$ cat config.mk
export PLATFORM = sky130hd
export DESIGN_NAME = alu_pipe_acc
export DESIGN_NICKNAME = d
export VERILOG_FILES = /design/src/rtl/alu_pkg.sv /design/src/rtl/alu_pipe_acc_flags_calc.sv /design/src/rtl/alu_pipe_acc.sv
export SDC_FILE = /design/constraint.sdc
export NUM_CORES = 1
export LEC_CHECK = 0
export BUFFER_PORTS_ARGS = -buffer_cell sky130_fd_sc_hd__buf_2
export CAP_MARGIN = 20
export CORE_AREA = 2 2 84 86
export CTS_CLUSTER_DIAMETER = 100
export DETAILED_ROUTE_END_ITERATION = 6
export DIE_AREA = 0 0 86 88
export PLACE_DENSITY = 0.78
export SYNTH_ARGS = -nofsm -noshare
export SYNTH_HDL_FRONTEND = slang
export SYNTH_HIERARCHICAL = 1
export SYNTH_SLANG_ARGS = --single-unit
export TNS_END_PERCENT = 5
$ cat constraint.sdc
create_clock -name clk -period 4.1 [get_ports clk]
set_clock_uncertainty 0.05 [all_clocks]
set_input_delay 0.41 -clock clk [delete_from_list [all_inputs] [get_ports clk]]
set_output_delay 0.41 -clock clk [all_outputs]
set_load 0.01 [all_outputs]
$ cat src/rtl/alu_pkg.sv
// Shared types for the pipelined ALU/accumulator.
// Op encodings, op width and the result flag bundle.
package alu_pkg;

    localparam int ALU_OP_W = 3;

    typedef enum logic [ALU_OP_W-1:0] {
        OP_ADD  = 3'd0,
        OP_SUB  = 3'd1,
        OP_AND  = 3'd2,
        OP_OR   = 3'd3,
        OP_XOR  = 3'd4,
        OP_CMP  = 3'd5,
        OP_ACC  = 3'd6,
        OP_CLRA = 3'd7
    } op_e;

    typedef struct packed {
        logic parity;
        logic overflow;
        logic carry;
        logic greater;
        logic less;
        logic is_eq;
    } flags_t;

endpackage

$ cat src/rtl/alu_pipe_acc_flags_calc.sv
// Combinational result/flag builder between S1 and S2.
// Clamps on signed overflow when ALU_SAT_EN is defined.
module alu_flags_calc
    import alu_pkg::*;
#(
    parameter int WIDTH      = 8,
    parameter bit CMP_SIGNED = 1'b0
) (
    input  op_e              op,
    input  logic [WIDTH-1:0] a,
    input  logic [WIDTH-1:0] b,
    input  logic [WIDTH-1:0] acc,
    input  logic [WIDTH:0]   sum,
    output logic [WIDTH-1:0] y,
    output flags_t           flags
);

    localparam int MSB = WIDTH - 1;

    logic ov;
    logic cy;
    logic gt;
    logic lt;

    always_comb begin
        y  = '0;
        ov = 1'b0;
        cy = 1'b0;
        unique case (op)
            OP_ADD: begin
                y  = sum[MSB:0];
                cy = sum[WIDTH];
                ov = (a[MSB] == b[MSB]) && (sum[MSB] != a[MSB]);
            end
            OP_SUB: begin
                y  = sum[MSB:0];
                cy = sum[WIDTH];
                ov = (a[MSB] != b[MSB]) && (sum[MSB] != a[MSB]);
            end
            OP_AND:  y = a & b;
            OP_OR:   y = a | b;
            OP_XOR:  y = a ^ b;
            OP_CMP:  y = a;
            OP_ACC: begin
                y  = sum[MSB:0];
                cy = sum[WIDTH];
                ov = (acc[MSB] == a[MSB]) && (sum[MSB] != a[MSB]);
            end
            OP_CLRA: y = acc;
        endcase
`ifdef ALU_SAT_EN
        // On overflow both addends share a's sign, so it picks the rail.
        if (ov) begin
            y = a[MSB] ? {1'b1, {(WIDTH-1){1'b0}}}
                       : {1'b0, {(WIDTH-1){1'b1}}};
        end
`endif
    end

    always_comb begin
        if (CMP_SIGNED) begin
            gt = $signed(a) > $signed(b);
            lt = $signed(a) < $signed(b);
        end else begin
            gt = a > b;
            lt = a < b;
        end
    end

    always_comb begin
        flags.parity   = ^y;
        flags.overflow = ov;
        flags.carry    = cy;
        flags.greater  = gt;
        flags.less     = lt;
        flags.is_eq    = (a == b);
    end

endmodule

$ cat src/rtl/alu_pipe_acc.sv
// Two-stage pipelined ALU with accumulator and valid/ready on both sides.
// Build option: ALU_SAT_EN enables signed saturation of ADD/SUB/ACC.
module alu_pipe_acc
    import alu_pkg::*;
#(
    parameter int WIDTH      = 8,
    parameter bit CMP_SIGNED = 1'b0
) (
    input  logic             clk,
    input  logic             rst_n,
    input  logic             in_valid,
    output logic             in_ready,
    input  op_e              in_op,
    input  logic [WIDTH-1:0] in_a,
    input  logic [WIDTH-1:0] in_b,
    output logic             out_valid,
    input  logic             out_ready,
    output logic [WIDTH-1:0] out_y,
    output logic             out_parity,
    output logic             out_overflow,
    output logic             out_carry,
    output logic             out_greater,
    output logic             out_less,
    output logic             out_is_eq,
    output logic [WIDTH-1:0] acc_value
);

    logic             live;
    logic             s1_valid;
    op_e              s1_op;
    logic [WIDTH-1:0] s1_a;
    logic [WIDTH-1:0] s1_b;
    logic             s2_valid;
    logic [WIDTH-1:0] s2_y;
    flags_t           s2_flags;
    logic [WIDTH-1:0] acc_q;
    logic [WIDTH:0]   sum;
    logic [WIDTH-1:0] y_n;
    flags_t           flags_n;
    logic             s2_free;
    logic             advance;

    assign s2_free  = !s2_valid || out_ready;
    // live holds ready low until the first edge after reset release.
    assign in_ready = live && (!s1_valid || s2_free);
    assign advance  = s1_valid && s2_free;

    always_comb begin
        unique case (s1_op)
            OP_SUB:  sum = {1'b0, s1_a} - {1'b0, s1_b};
            OP_ACC:  sum = {1'b0, acc_q} + {1'b0, s1_a};
            OP_CLRA: sum = {1'b0, acc_q};
            default: sum = {1'b0, s1_a} + {1'b0, s1_b};
        endcase
    end

    alu_flags_calc #(
        .WIDTH      (WIDTH),
        .CMP_SIGNED (CMP_SIGNED)
    ) u_calc (
        .op    (s1_op),
        .a     (s1_a),
        .b     (s1_b),
        .acc   (acc_q),
        .sum   (sum),
        .y     (y_n),
        .flags (flags_n)
    );

    always_ff @(posedge clk or negedge rst_n) begin
        if (!rst_n) begin
            live     <= 1'b0;
            s1_valid <= 1'b0;
            s1_op    <= OP_ADD;
            s1_a     <= '0;
            s1_b     <= '0;
            s2_valid <= 1'b0;
            s2_y     <= '0;
            s2_flags <= '0;
            acc_q    <= '0;
        end else begin
            live <= 1'b1;
            if (in_ready) begin
                s1_valid <= in_valid;
                if (in_valid) begin
                    s1_op <= in_op;
                    s1_a  <= in_a;
                    s1_b  <= in_b;
                end
            end
            if (s2_free) begin
                s2_valid <= s1_valid;
            end
            if (advance) begin
                s2_y     <= y_n;
                s2_flags <= flags_n;
                if (s1_op == OP_ACC) begin
                    acc_q <= y_n;
                end else if (s1_op == OP_CLRA) begin
                    acc_q <= '0;
                end
            end
        end
    end

    assign out_valid    = s2_valid;
    assign out_y        = s2_y;
    assign out_parity   = s2_flags.parity;
    assign out_overflow = s2_flags.overflow;
    assign out_carry    = s2_flags.carry;
    assign out_greater  = s2_flags.greater;
    assign out_less     = s2_flags.less;
    assign out_is_eq    = s2_flags.is_eq;
    assign acc_value    = acc_q;

endmodule

# After elaboration in Yosys (flattened, before gate mapping)
# Cells that the tools add are included.
# word_totals
register_bits	44
inputBits	23
out_inout_bits	24
# classes
add_sub_neg	3
n_lt_le_gt_ge	2
eq_ne	12
mux	6
bitwise_logic	3
reduce_logical	15
# ops
cell	count
case mux 8 bit (6 select lines)	1
case mux 9 bit (3 select lines)	1
adder 8 x 8 -> 9 bit	2
two-way mux 8 bit	2
equality test 3 bit, second input constant	4
subtractor 8 x 8 -> 9 bit	1
AND 8 bit	1
equality test 8 bit	1
> comparator 8 bit	1
less-than comparator 8 bit	1
bitwise OR 8 bit	1
parity 8 bit	1
bitwise XOR 8 bit	1
equality test 3 x 2 -> 1 bit, second input constant	2
logical AND 1 bit	5
AND reduction 2 bit	2
equality test 3 x 1 -> 1 bit, second input constant	1
logical NOT 3 bit	1
case mux 1 bit (3 select lines)	1
OR reduction 3 bit	1
equality test 1 bit	2
logical NOT 1 bit	2
logical OR 1 bit	2
inequality test 1 bit	2
2 further kinds	2

# Depth between registers and ports, before layout
# Gate-level depths: netlist of run 1.
# logic_depth
depth_word	5
ltp_mapped	18
ltp_nobuf	18

# Hierarchy
# Netlist of run 1, hierarchy kept.
# by_module_without_submodules
mod	instances	cells_each	area_each_um2
alu_pipe_acc	1	254	2636.3
alu_flags_calc	1	146	1189.9

# Worst setup path after synthesis of run 1
# OpenSTA, ideal clock, no wires.
# synth_path
path_kind	flip-flop to flip-flop
from	register s1_op[0]
to	register s2_flags (netlist bit out_parity)
t_arrival_ns	3.409
slack_ns	0.516
stages_incl_launch_ff	18
n_path_buf	1
path_cell_list	dfrtp_1 -> nand2b_1 -> clkbuf_1 -> nor2_1 -> mux2_2 -> ha_1 -> inv_1 -> fa_1 -> nor2b_1 -> o31ai_1 -> a21oi_1 -> nor3_1 -> o211ai_1 -> a31oi_2 -> xor2_1 -> xnor3_1 -> xnor2_1 -> mux2_2
# synth_rtl
element	line_no	rtl
start, declared	alu_pipe_acc.sv:30	op_e s1_op;
start signal, assigned	alu_pipe_acc.sv:86	s1_op <= in_op;
end signal, assigned	alu_pipe_acc.sv:96	s2_flags <= flags_n;
end, declared	alu_pipe_acc.sv:35	flags_t s2_flags;

==> impl_metrics.yaml, run 1 <==
run_status:
  outcome: "finished, final reports clean"
place:
  dpl_cell_area_um2: 4080
  place_hpwl_um: 6750
  place.gp.congestion: 1.01
  io_buffers: 46
  dp.cells: 514
setup_path:
  path_max_fanout: 7
  cp-end-kind: "flip-flop"
  reg2reg_to: "out_parity$_DFFE_PN0P_"
  rrSetupSlack_ns: 0.1
  cp-endpoint: "out_parity$_DFFE_PN0P_"
  reg2reg_depth: 17
  crit_start: "s1_b[0]$_DFFE_PN0P_"
  crit_path_start_kind: "flip-flop"
  crit_arrival_ns: 4.15
  r2r-start: "s1_b[0]$_DFFE_PN0P_"
  critPathKind: "reg2reg"
  crit_required_ns: 4.25
timing:
  hold_viol: 0
  setup_viol: 0
  period_minus_slack_ns: 4.00
  max-slew-margin-rel: 0.440
  finalCritPeriodShare: 0.976
  hold_ws_ns: 0.266
  fmax_mhz: 250
  report.final.slew_viol_count: 0
  worst_slew_pin_slew_ns: 0.839
synth:
  ys_async_sr_fraction: 1.00
  synth.distinct_cells: 66
  synth_most_common_cell: "dfrtp_1"
  synth-simple-area-share: 0.147
  ys_seq_elements: 44
  synth-xor-area-share: 0.0288
  synth_fa_ha_area_frac: 0.116
  syn_area_per_cell_um2: 9.57
  postSynthCellCount: 400
  synth_top_area_frac: 0.288
  synth_top_family_by_area: "compound AO/OA/AOI/OAI gates"
  ys_top_cells_by_area: "dfrtp_1 29%, ha_1 11%, mux2_2 7.4%, mux2_1 3.8%, inv_1 3.2%"
  synth_mux_area_frac: 0.167
  yosys_most_used_dff: "dfrtp_1"
  yosys.area.top_type: "dfrtp_1"
  synth_compound_area_frac: 0.168
  ys_seq_area_frac: 0.288
  synthTopCellsByCount: "44 x dfrtp_1, 34 x ha_1, 33 x inv_1"
  yosys_warnings: 6
  synth_edf_count: 0
  syn-cell-area_um2: 3830
  syn-num-nets: 458
power_and_ir_drop:
  leakagePower_nw: 2.04
  p_int_mw: 1.58
  switchingPower_mw: 1.25
  netSwitchingFraction: 0.442
  seq_power_share: 0.264
  ir_worst_vdd_v: 0.000332
  power_per_cell_area_nw_per_um2: 662
  combPwrFrac: 0.613
  clockPowerShare: 0.123
clocking:
  cts_buffers: 5
  clkTransAtPathRegs_ns: 0.09
  cts_tree: "done"
  clockBufferDepth: 2
  cts_htree_levels: 2
  cts_root_buf: "clkbuf_8"
  insertion_delay_ns: 0.30
  cts_num_sinks: 44
routing:
  vias_per_cell: 6.05
  routed_wl_um: 9070
  vias: 3177
  route.detailed.drc: 0
  final_antenna_net_count: 0
  first_pass_iters: 4
  wl_per_cell_um: 17.3
  drt_iter0_drc: 195
min_path:
  min_path_type: "in2reg"
cells_and_area:
  final_cells: 525
  areaGrowthSynthToFinish_pct: 11.5
  final_util: 0.642
  drive_gt1_frac: 0.285
  layout.nets: 502
  stdcell_area_um2: 4270
  num_antenna_cells: 0
floorplan:
  rows: 30
  io-pin-count: 47
  die-width_um: 86
  die_y_um: 88
  initial_core_util: 0.576
  die_area_um2: 7570
  core-area_um2: 6640
grt:
  grt_max_degree: 46
  grt_pass1_vias: 3134
  antenna_found_initial: 0
  grt_use_total: 0.255
  overflow: 0
  grt_first_pass_wirelength_um: 15100
run:
  max-cap-violations: 0
## metal layers
metal  routed length, µm  global-route usage  up-vias
met3                 418              0.0377       17
met2                4370               0.424      102
met4                 211               0.111        0
met1                4070               0.333     1551
met5                   0                   0        -
li1                    -                   -     1507
## worst min-delay path by stage
stage / start / to / slack [ns] / depth (start not counted)
after floorplan: rst_n / acc_value[0]$_DFFE_PN0P_ / 0.06 / 0
after global placement: out_y[3]$_DFFE_PN0P_ / out_y[3]$_DFFE_PN0P_ / 0.43 / 1
after detailed placement: out_overflow$_DFFE_PN0P_ / out_overflow$_DFFE_PN0P_ / 0.44 / 1
after CTS: rst_n / s1_a[3]$_DFFE_PN0P_ / 0.25 / 1
after global routing: in_a[4] / s1_a[4]$_DFFE_PN0P_ / 0.26 / 2
final: in_b[5] / s1_b[5]$_DFFE_PN0P_ / 0.27 / 2
## registers in the layout, indices dropped and copies added, names as in the netlist
name,count
out_valid,1
s1_valid,1
s1_b,8
acc_value,8
s1_op,3
s1_a,8
live,1
out_y,8
out_greater,1
out_less,1
out_is_eq,1
out_carry,1
out_overflow,1
out_parity,1
## power by group through the flow
stage / clock network (mW) / logic (mW) / registers (mW)
3_5_place_dp: 0 / 1.66 / 0.751
6_report: 0.347 / 1.73 / 0.746
4_1_cts: 0.359 / 1.68 / 0.741
3_3_place_gp: 0 / 1.61 / 0.743
5_1_grt: 0.374 / 1.90 / 0.766
2_1_floorplan: 0 / 1.25 / 0.753
## repair_timing
item | in CTS | in global routing
hold buffers | 0 | 1
gates resized for setup | 0 | 12
buffers inserted | 0 | 1
endpoints found under the hold margin | 0 | 3
setup endpoints to repair | 0 | 1
## final cells by class
type | count | area (µm²)
flip-flops and latches | 44 | 1100
fillers | 566 | 2380
repair buffers | 62 | 378
clock inverters | 3 | 46.3
clock buffers | 5 | 68.8
multi-input cells | 297 | 2440
well taps | 80 | 100
inverters | 34 | 128
## worst max-delay path: stages, from the launching register on
cell and delay (ns):
dfrtp_2 0.48, inv_1 0.08, ha_1 0.20, nor4b_4 0.27
and2_1 0.17, o22ai_1 0.09, a221oi_2 0.33, ha_1 0.31
a21oi_1 0.13, nand2_1 0.09, o22ai_1 0.17, nor3_2 0.10
mux4_2 0.51, xor2_1 0.18, mux2i_1 0.20, xnor2_1 0.12
xnor2_1 0.13, mux2_2 0.26
## placed cells by master, fill, tap and decap left out, drive strengths merged, types with 3 or more instances in the layout
cell	count
mux2i	8
a21o	4
ha	34
xnor2	4
mux2	39
o21bai	3
nand2	29
buf	61
o21a	3
a21oi	18
a211oi	6
mux4	5
o21ai	23
o22ai	11
xor2	6
nand2b	14
nor2	27
clkbuf	5
inv	35
nor3	14
nand3	5
a221oi	8
dfrtp	44
## cells by family after synthesis
| group | after synthesis |
|---|---|
| multiplexers | 52 |
| adder cells (fa/ha/maj) | 35 |
| AO/OA/AOI/OAI | 92 |
| other | 1 |
| flip-flops | 44 |
| AND/OR/NAND/NOR | 106 |
| XOR/XNOR | 11 |
| buffers and inverters | 59 |
## stage by stage
step           setup slack, ns  setup TNS [ns]  power, mW
6_report                0.0973               0       2.83
5_1_grt                -0.0306         -0.0306       3.04
4_1_cts                 0.0145               0       2.78
3_5_place_dp            0.0566               0       2.41
3_3_place_gp             0.142               0       2.35
2_1_floorplan            0.516               0       2.01
Power figures use the tool's default switching activity.
==> inputs of run 2 (changes only) <==
--- a/config.mk
+++ b/config.mk
@@ -5,13 +5,14 @@
 export SDC_FILE = /design/constraint.sdc
 export NUM_CORES = 1
 export LEC_CHECK = 0
+export ABC_AREA = 1
 export BUFFER_PORTS_ARGS = -buffer_cell sky130_fd_sc_hd__buf_2
 export CAP_MARGIN = 20
-export CORE_AREA = 2 2 84 86
+export CORE_AREA = 2 2 89 91
 export CTS_CLUSTER_DIAMETER = 100
 export DETAILED_ROUTE_END_ITERATION = 6
-export DIE_AREA = 0 0 86 88
-export PLACE_DENSITY = 0.78
+export DIE_AREA = 0 0 91 93
+export PLACE_DENSITY = 0.74
 export SYNTH_ARGS = -nofsm -noshare
 export SYNTH_HDL_FRONTEND = slang
 export SYNTH_HIERARCHICAL = 1
==> run 2 against run 1 <==
Die area up 12%. Clock power down 17%. Area after synthesis up 6.0%. Fmax up 20%. Flip-flop and latch count unchanged. Synthesized cell count up 47%. Final cell count up 39%. Via count up 24%. Worst setup slack better by 0.66 ns. Largest cell class unchanged.
==> impl_metrics.yaml, run 2 <==
run_status:
  outcome: "finished, final reports clean"
clocking:
  clockBufferDepth: 2
  cts_buffers: 5
  cts_tree: "done"
  cts_root_buf: "clkbuf_8"
  insertion_delay_ns: 0.31
  ctsHoldBuffers: 0
  cts_num_sinks: 44
  cts_htree_levels: 2
  ctsResizeCount: 0
  clkTransAtPathRegs_ns: 0.10
  postCtsSetupBuffers: 0
floorplan:
  rows: 32
  die-width_um: 91
  core-area_um2: 7530
  initial_core_util: 0.539
  die_area_um2: 8460
  io-pin-count: 47
  die_y_um: 93
timing:
  report.final.slew_viol_count: 0
  hold_ws_ns: 0.269
  finalCritPeriodShare: 0.815
  max-slew-margin-rel: 0.389
  rsz0062_at_grt: "false"
  period_minus_slack_ns: 3.34
  worst_slew_pin_slew_ns: 0.914
  tns_ns: 0
  setup_viol: 0
  fmax_mhz: 299
  hold_viol: 0
cells_and_area:
  final_common_cell: "nand2_1"
  register_area_um2: 1100
  drive_gt1_frac: 0.163
  final_cell_mix: "184 x nand2_1, 81 x inv_1, 48 x nor2_1"
  fillCellCount: 752
  layout.nets: 687
  stdcell_area_um2: 4420
  areaGrowthSynthToFinish_pct: 8.98
  multiInputGateArea_um2: 2460
  final_util: 0.587
  num_antenna_cells: 0
grt:
  grt_use_total: 0.275
  grt_pass1_vias: 3806
  grt_max_degree: 45
  antenna_found_initial: 0
  grt_first_pass_wirelength_um: 18500
  overflow: 0
synth:
  yosys_warnings: 6
  synth_most_common_cell: "nand2_1"
  syn_area_per_cell_um2: 6.88
  synth_edf_count: 0
  synth_top_area_frac: 0.272
  ys_seq_area_frac: 0.272
  syn-cell-area_um2: 4060
  ys_seq_elements: 44
  syn-num-nets: 647
  ys_async_sr_fraction: 1.00
  postSynthCellCount: 589
  yosys_most_used_dff: "dfrtp_1"
  ys_top_cells_by_area: "dfrtp_1 27%, nand2_1 17%, ha_1 10%, inv_1 7.5%, nand3_1 4.6%"
  yosys.area.top_type: "dfrtp_1"
  synth.distinct_cells: 41
  synthTopCellsByCount: "184 x nand2_1, 81 x inv_1, 48 x nor2_1"
setup_path:
  crit_chain: "buf_4 -> nor3_4 -> nor2_1 -> a21oi_1 -> a21oi_1 -> ha_1 -> or2_2 -> nand2_1 -> xor2_1 -> o21ai_0 -> a21oi_1 -> nand2_1 -> nand2_1 -> nand2_1 -> nand2_1 -> nand2_1 -> nand2_2 -> inv_1 -> nand2_1 -> nand2_1 -> nand2_1 -> nand2_1"
  cpPeakStageDelay_ns: 0.43
  crit_arrival_ns: 3.50
  cp-end-kind: "flip-flop"
  critPathKind: "reg2reg"
  crit_path_start_kind: "flip-flop"
  crit_required_ns: 4.26
  path_max_fanout: 13
  crit_buf_inv: 2
  cp_slowest_cell: "dfrtp_1"
  crit_family: "simple AND/OR/NAND/NOR gates"
  cp_common_cell: "nand2_1"
power_and_ir_drop:
  leakagePower_nw: 2.46
  power_per_cell_area_nw_per_um2: 550
  ir_worst_vdd_v: 0.000218
place:
  place.gp.congestion: 0.987
  io_buffers: 46
  place_hpwl_um: 8490
  dpl_cell_area_um2: 4300
routing:
  routed_wl_um: 10900
  drt_iter0_drc: 352
  wl_per_cell_um: 14.9
  route.detailed.drc: 0
  vias: 3951
  final_antenna_net_count: 0
  vias_per_cell: 5.40
  first_pass_iters: 5
run:
  max-cap-violations: 0
min_path:
  min_path_type: "in2reg"
[run 2: power by group]
part	internal, mW	switching, mW	leakage [nW]	total, mW
registers	0.559	0.158	0.540	0.717
logic	0.513	0.912	1.88	1.42
clock network	0.121	0.169	0.0404	0.289
[run 2: cells by family after synthesis]
| family | count (synthesis) | synth area share |
|---|---|---|
| fa+ha+maj | 35 | 0.110 |
| buf+inv | 109 | 0.122 |
| flops | 44 | 0.272 |
| simple gates | 324 | 0.382 |
| xor+xnor | 4 | 0.00864 |
| compound gates | 72 | 0.106 |
| other cells | 1 | 0.000925 |
[run 2: layout make-up]
type | instances | area share
multi-input combinational | 436 | 0.557
tap | 102 | 0.0289
clock inverter | 3 | 0.00538
inverter | 89 | 0.0767
timing repair buffer | 53 | 0.0674
sequential | 44 | 0.249
clock buffer | 5 | 0.0156
[run 2: worst paths after layout]
kind	from	to	slack, ns	depth (start not counted)
max in group asynchronous	rst_n	s1_b[6]$_DFFE_PN0P_	3.17	3
worst max register to register	s1_op[1]$_DFFE_PN0P_	out_parity$_DFFE_PN0P_	0.76	22
worst min-delay path	out_ready	out_valid$_DFFE_PN0N_	0.27	2
worst min register to register	out_y[3]$_DFFE_PN0P_	out_y[3]$_DFFE_PN0P_	0.42	2
worst max-delay path	s1_op[1]$_DFFE_PN0P_	out_parity$_DFFE_PN0P_	0.76	22
min in group asynchronous	rst_n	out_parity$_DFFE_PN0P_	0.39	2
[run 2: through the flow]
step | std cells | total power [mW] | setup slack, ns
after floorplan | 589 | 1.74 | 1.17
after global placement | 722 | 2.10 | 0.812
after detailed placement | 722 | 2.12 | 0.820
after CTS | 730 | 2.42 | 0.796
after global routing | 732 | 2.66 | 0.338
final | 732 | 2.43 | 0.760
[run 2: routing by layer]
layer	GRT usage	wire [µm]
met1	0.361	4700
met2	0.455	5140
met3	0.0459	761
met4	0.105	325
met5	0	0
==> inputs of run 3 (changes only) <==
--- a/config.mk
+++ b/config.mk
@@ -8,11 +8,11 @@
 export ABC_AREA = 1
 export BUFFER_PORTS_ARGS = -buffer_cell sky130_fd_sc_hd__buf_2
 export CAP_MARGIN = 20
-export CORE_AREA = 2 2 89 91
+export CORE_AREA = 2 2 90 92
 export CTS_CLUSTER_DIAMETER = 100
 export DETAILED_ROUTE_END_ITERATION = 6
-export DIE_AREA = 0 0 91 93
-export PLACE_DENSITY = 0.74
+export DIE_AREA = 0 0 92 94
+export PLACE_DENSITY = 0.75
 export SYNTH_ARGS = -nofsm -noshare
 export SYNTH_HDL_FRONTEND = slang
 export SYNTH_HIERARCHICAL = 1
==> constraint.sdc (replaced) <==
create_clock -name clk -period 3 [get_ports clk]
set_clock_uncertainty 0.05 [all_clocks]
set_input_delay 0.3 -clock clk [delete_from_list [all_inputs] [get_ports clk]]
set_output_delay 0.3 -clock clk [all_outputs]
set_load 0.01 [all_outputs]
==> run 3 against run 2 <==
The flow now finishes with violations (setup timing). Sequential power grew 33%. Combinational power grew 66%. Non-clock buffer count grew 43. Worst hold slack lost 0.19 ns. Final cell count grew 5.9%. Critical path depth grew 4. First-iteration DRC count shrank 21%.
==> impl_metrics.yaml, run 3 (same netlist as run 2, synthesis figures left out) <==
run_status:
  outcome: "finished, violations left"
  violations: "setup timing"
routing:
  routed_wl_um: 11600
  vias: 4211
  route.detailed.drc: 0
  first_pass_iters: 6
  vias_per_cell: 5.43
  wl_per_cell_um: 14.9
  final_antenna_net_count: 0
  drt_iter0_drc: 278
power_and_ir_drop:
  clockPowerShare: 0.129
  seq_power_share: 0.251
  p_int_mw: 1.99
  combPwrFrac: 0.620
  ir_worst_vdd_v: 0.000376
  switchingPower_mw: 1.82
  leakagePower_nw: 2.72
  power_per_cell_area_nw_per_um2: 768
  netSwitchingFraction: 0.477
cells_and_area:
  multiInputGateArea_um2: 2650
  fillCellCount: 679
  layout.nets: 730
  register_area_um2: 1100
  final_cell_mix: "173 x nand2_1, 75 x inv_1, 49 x buf_4"
  drive_gt1_frac: 0.287
  num_antenna_cells: 0
  areaGrowthSynthToFinish_pct: 22.2
  final_common_cell: "nand2_1"
clocking:
  clkTransAtPathRegs_ns: 0.09
  cts_htree_levels: 2
  cts_num_sinks: 44
  ctsHoldBuffers: 0
  cts_buffers: 5
  cts_tree: "done"
  clockBufferDepth: 2
  cts_root_buf: "clkbuf_8"
  insertion_delay_ns: 0.30
grt:
  grt_use_total: 0.276
  grt_pass1_vias: 4081
  grt_max_degree: 45
  antenna_found_initial: 0
  overflow: 0
  grt_first_pass_wirelength_um: 19000
floorplan:
  die_area_um2: 8650
  die_y_um: 94
  initial_core_util: 0.533
  io-pin-count: 47
  die-width_um: 92
  core-area_um2: 7610
  rows: 32
place:
  place_hpwl_um: 8910
  io_buffers: 46
  place.gp.congestion: 0.935
  dp_worst_setup_slack_ns: -0.261
setup_path:
  cp-end-kind: "flip-flop"
  reg2reg_depth: 26
  crit_required_ns: 3.15
  path_max_fanout: 4
  crit_path_start_kind: "flip-flop"
  critPathKind: "reg2reg"
  cp_common_cell: "nand2_1"
  crit_arrival_ns: 3.21
  reg2reg_to: "out_parity$_DFFE_PN0P_"
  r2r-start: "s1_b[1]$_DFFE_PN0P_"
  rrSetupSlack_ns: -0.06
  crit_start: "s1_b[1]$_DFFE_PN0P_"
  cp-endpoint: "out_parity$_DFFE_PN0P_"
  cpPeakStageDelay_ns: 0.40
  cp_slowest_cell: "dfrtp_1"
run:
  max-cap-violations: 0
timing:
  rsz0062_at_grt: "true"
  report.final.slew_viol_count: 0
  fmax_mhz: 327
  max-slew-margin-rel: 0.364
  fin_ws_ns: -0.0569
  tns_ns: -0.0569
  worst_slew_pin_slew_ns: 0.954
  hold_viol: 0
  finalCritPeriodShare: 1.02
  period_minus_slack_ns: 3.06
  setup_viol: 1
min_path:
  min_path_type: "in2async"
[run 3: changes by cell type in the layout (fill, tap and decap cells not counted), moves of 6 or more]
cell / previous run / this run
inv_1: 81 / 75
buf_4: 5 / 49
a21oi_1: 31 / 24
o21ai_0: 23 / 16
o21ai_1: 0 / 6
nand3_2: 2 / 9
nand3_1: 37 / 30
nand2_1: 184 / 173
nand2_2: 2 / 12
a21oi_2: 5 / 12
[run 3: metal layers]
| metal | track usage | vias up | routed length, µm |
|---|---|---|---|
| met5 | 0 | - | 0 |
| met4 | 0.112 | 0 | 369 |
| met3 | 0.0482 | 28 | 694 |
| met2 | 0.477 | 165 | 5670 |
| met1 | 0.342 | 1979 | 4830 |
| li1 | - | 2039 | - |
[run 3: critical path: cells and delay by family, from the launching register on]
family                     cells  cell delay, ns
AOI/OAI and AO/OA              1            0.07
adders and majority gates      1            0.29
buffers and inverters          3            0.36
DFF                            1            0.40
and+or+nand+nor               21            1.76
[run 3: repair_timing]
action                                  4_1_cts  5_1_grt
buffers inserted                              4        6
endpoints found under the setup margin        2       13
pin swaps                                     8       28
gates resized for setup                      21       42
[run 3: final cells by class]
type                            count  share of cell area
Inverter                           89              0.0689
Sequential cell                    44               0.223
Multi-Input combinational cell    436               0.535
Clock inverter                      2             0.00783
Timing Repair Buffer               96               0.123
Clock buffer                        6              0.0167
Tap cell                          102              0.0258
[run 3: worst min-delay path by stage]
stage                         start                  endpoint  cells past startpoint
3_3_place_gp   out_y[7]$_DFFE_PN0P_      out_y[7]$_DFFE_PN0P_                      2
3_5_place_dp   out_y[6]$_DFFE_PN0P_      out_y[6]$_DFFE_PN0P_                      2
4_1_cts                       rst_n      out_y[7]$_DFFE_PN0P_                      1
5_1_grt                       rst_n  acc_value[6]$_DFFE_PN0P_                      1
6_report                      rst_n  acc_value[6]$_DFFE_PN0P_                      1
2_1_floorplan                 rst_n  acc_value[0]$_DFFE_PN0P_                      0
[run 3: power groups by stage]
stage | clock network (mW) | registers (mW) | logic [mW]
2_1_floorplan | 0 | 0.987 | 1.39
3_3_place_gp | 0 | 0.944 | 2.09
3_5_place_dp | 0 | 0.951 | 2.13
4_1_cts | 0.503 | 0.941 | 2.20
5_1_grt | 0.524 | 0.976 | 2.62
6_report | 0.491 | 0.955 | 2.36
[run 3: metrics by stage]
step / total power [mW] / utilization / hold slack, ns / area, µm² / instances
after floorplan: 2.38 / - / -0.0456 / 4060 / 589
after global placement: 3.03 / 0.599 / 0.399 / 4560 / 757
after detailed placement: 3.08 / 0.599 / 0.404 / 4560 / 757
after CTS: 3.64 / 0.627 / 0.122 / 4770 / 769
after global routing: 4.12 / 0.651 / 0.161 / 4950 / 775
final: 3.81 / 0.651 / 0.0838 / 4950 / 775
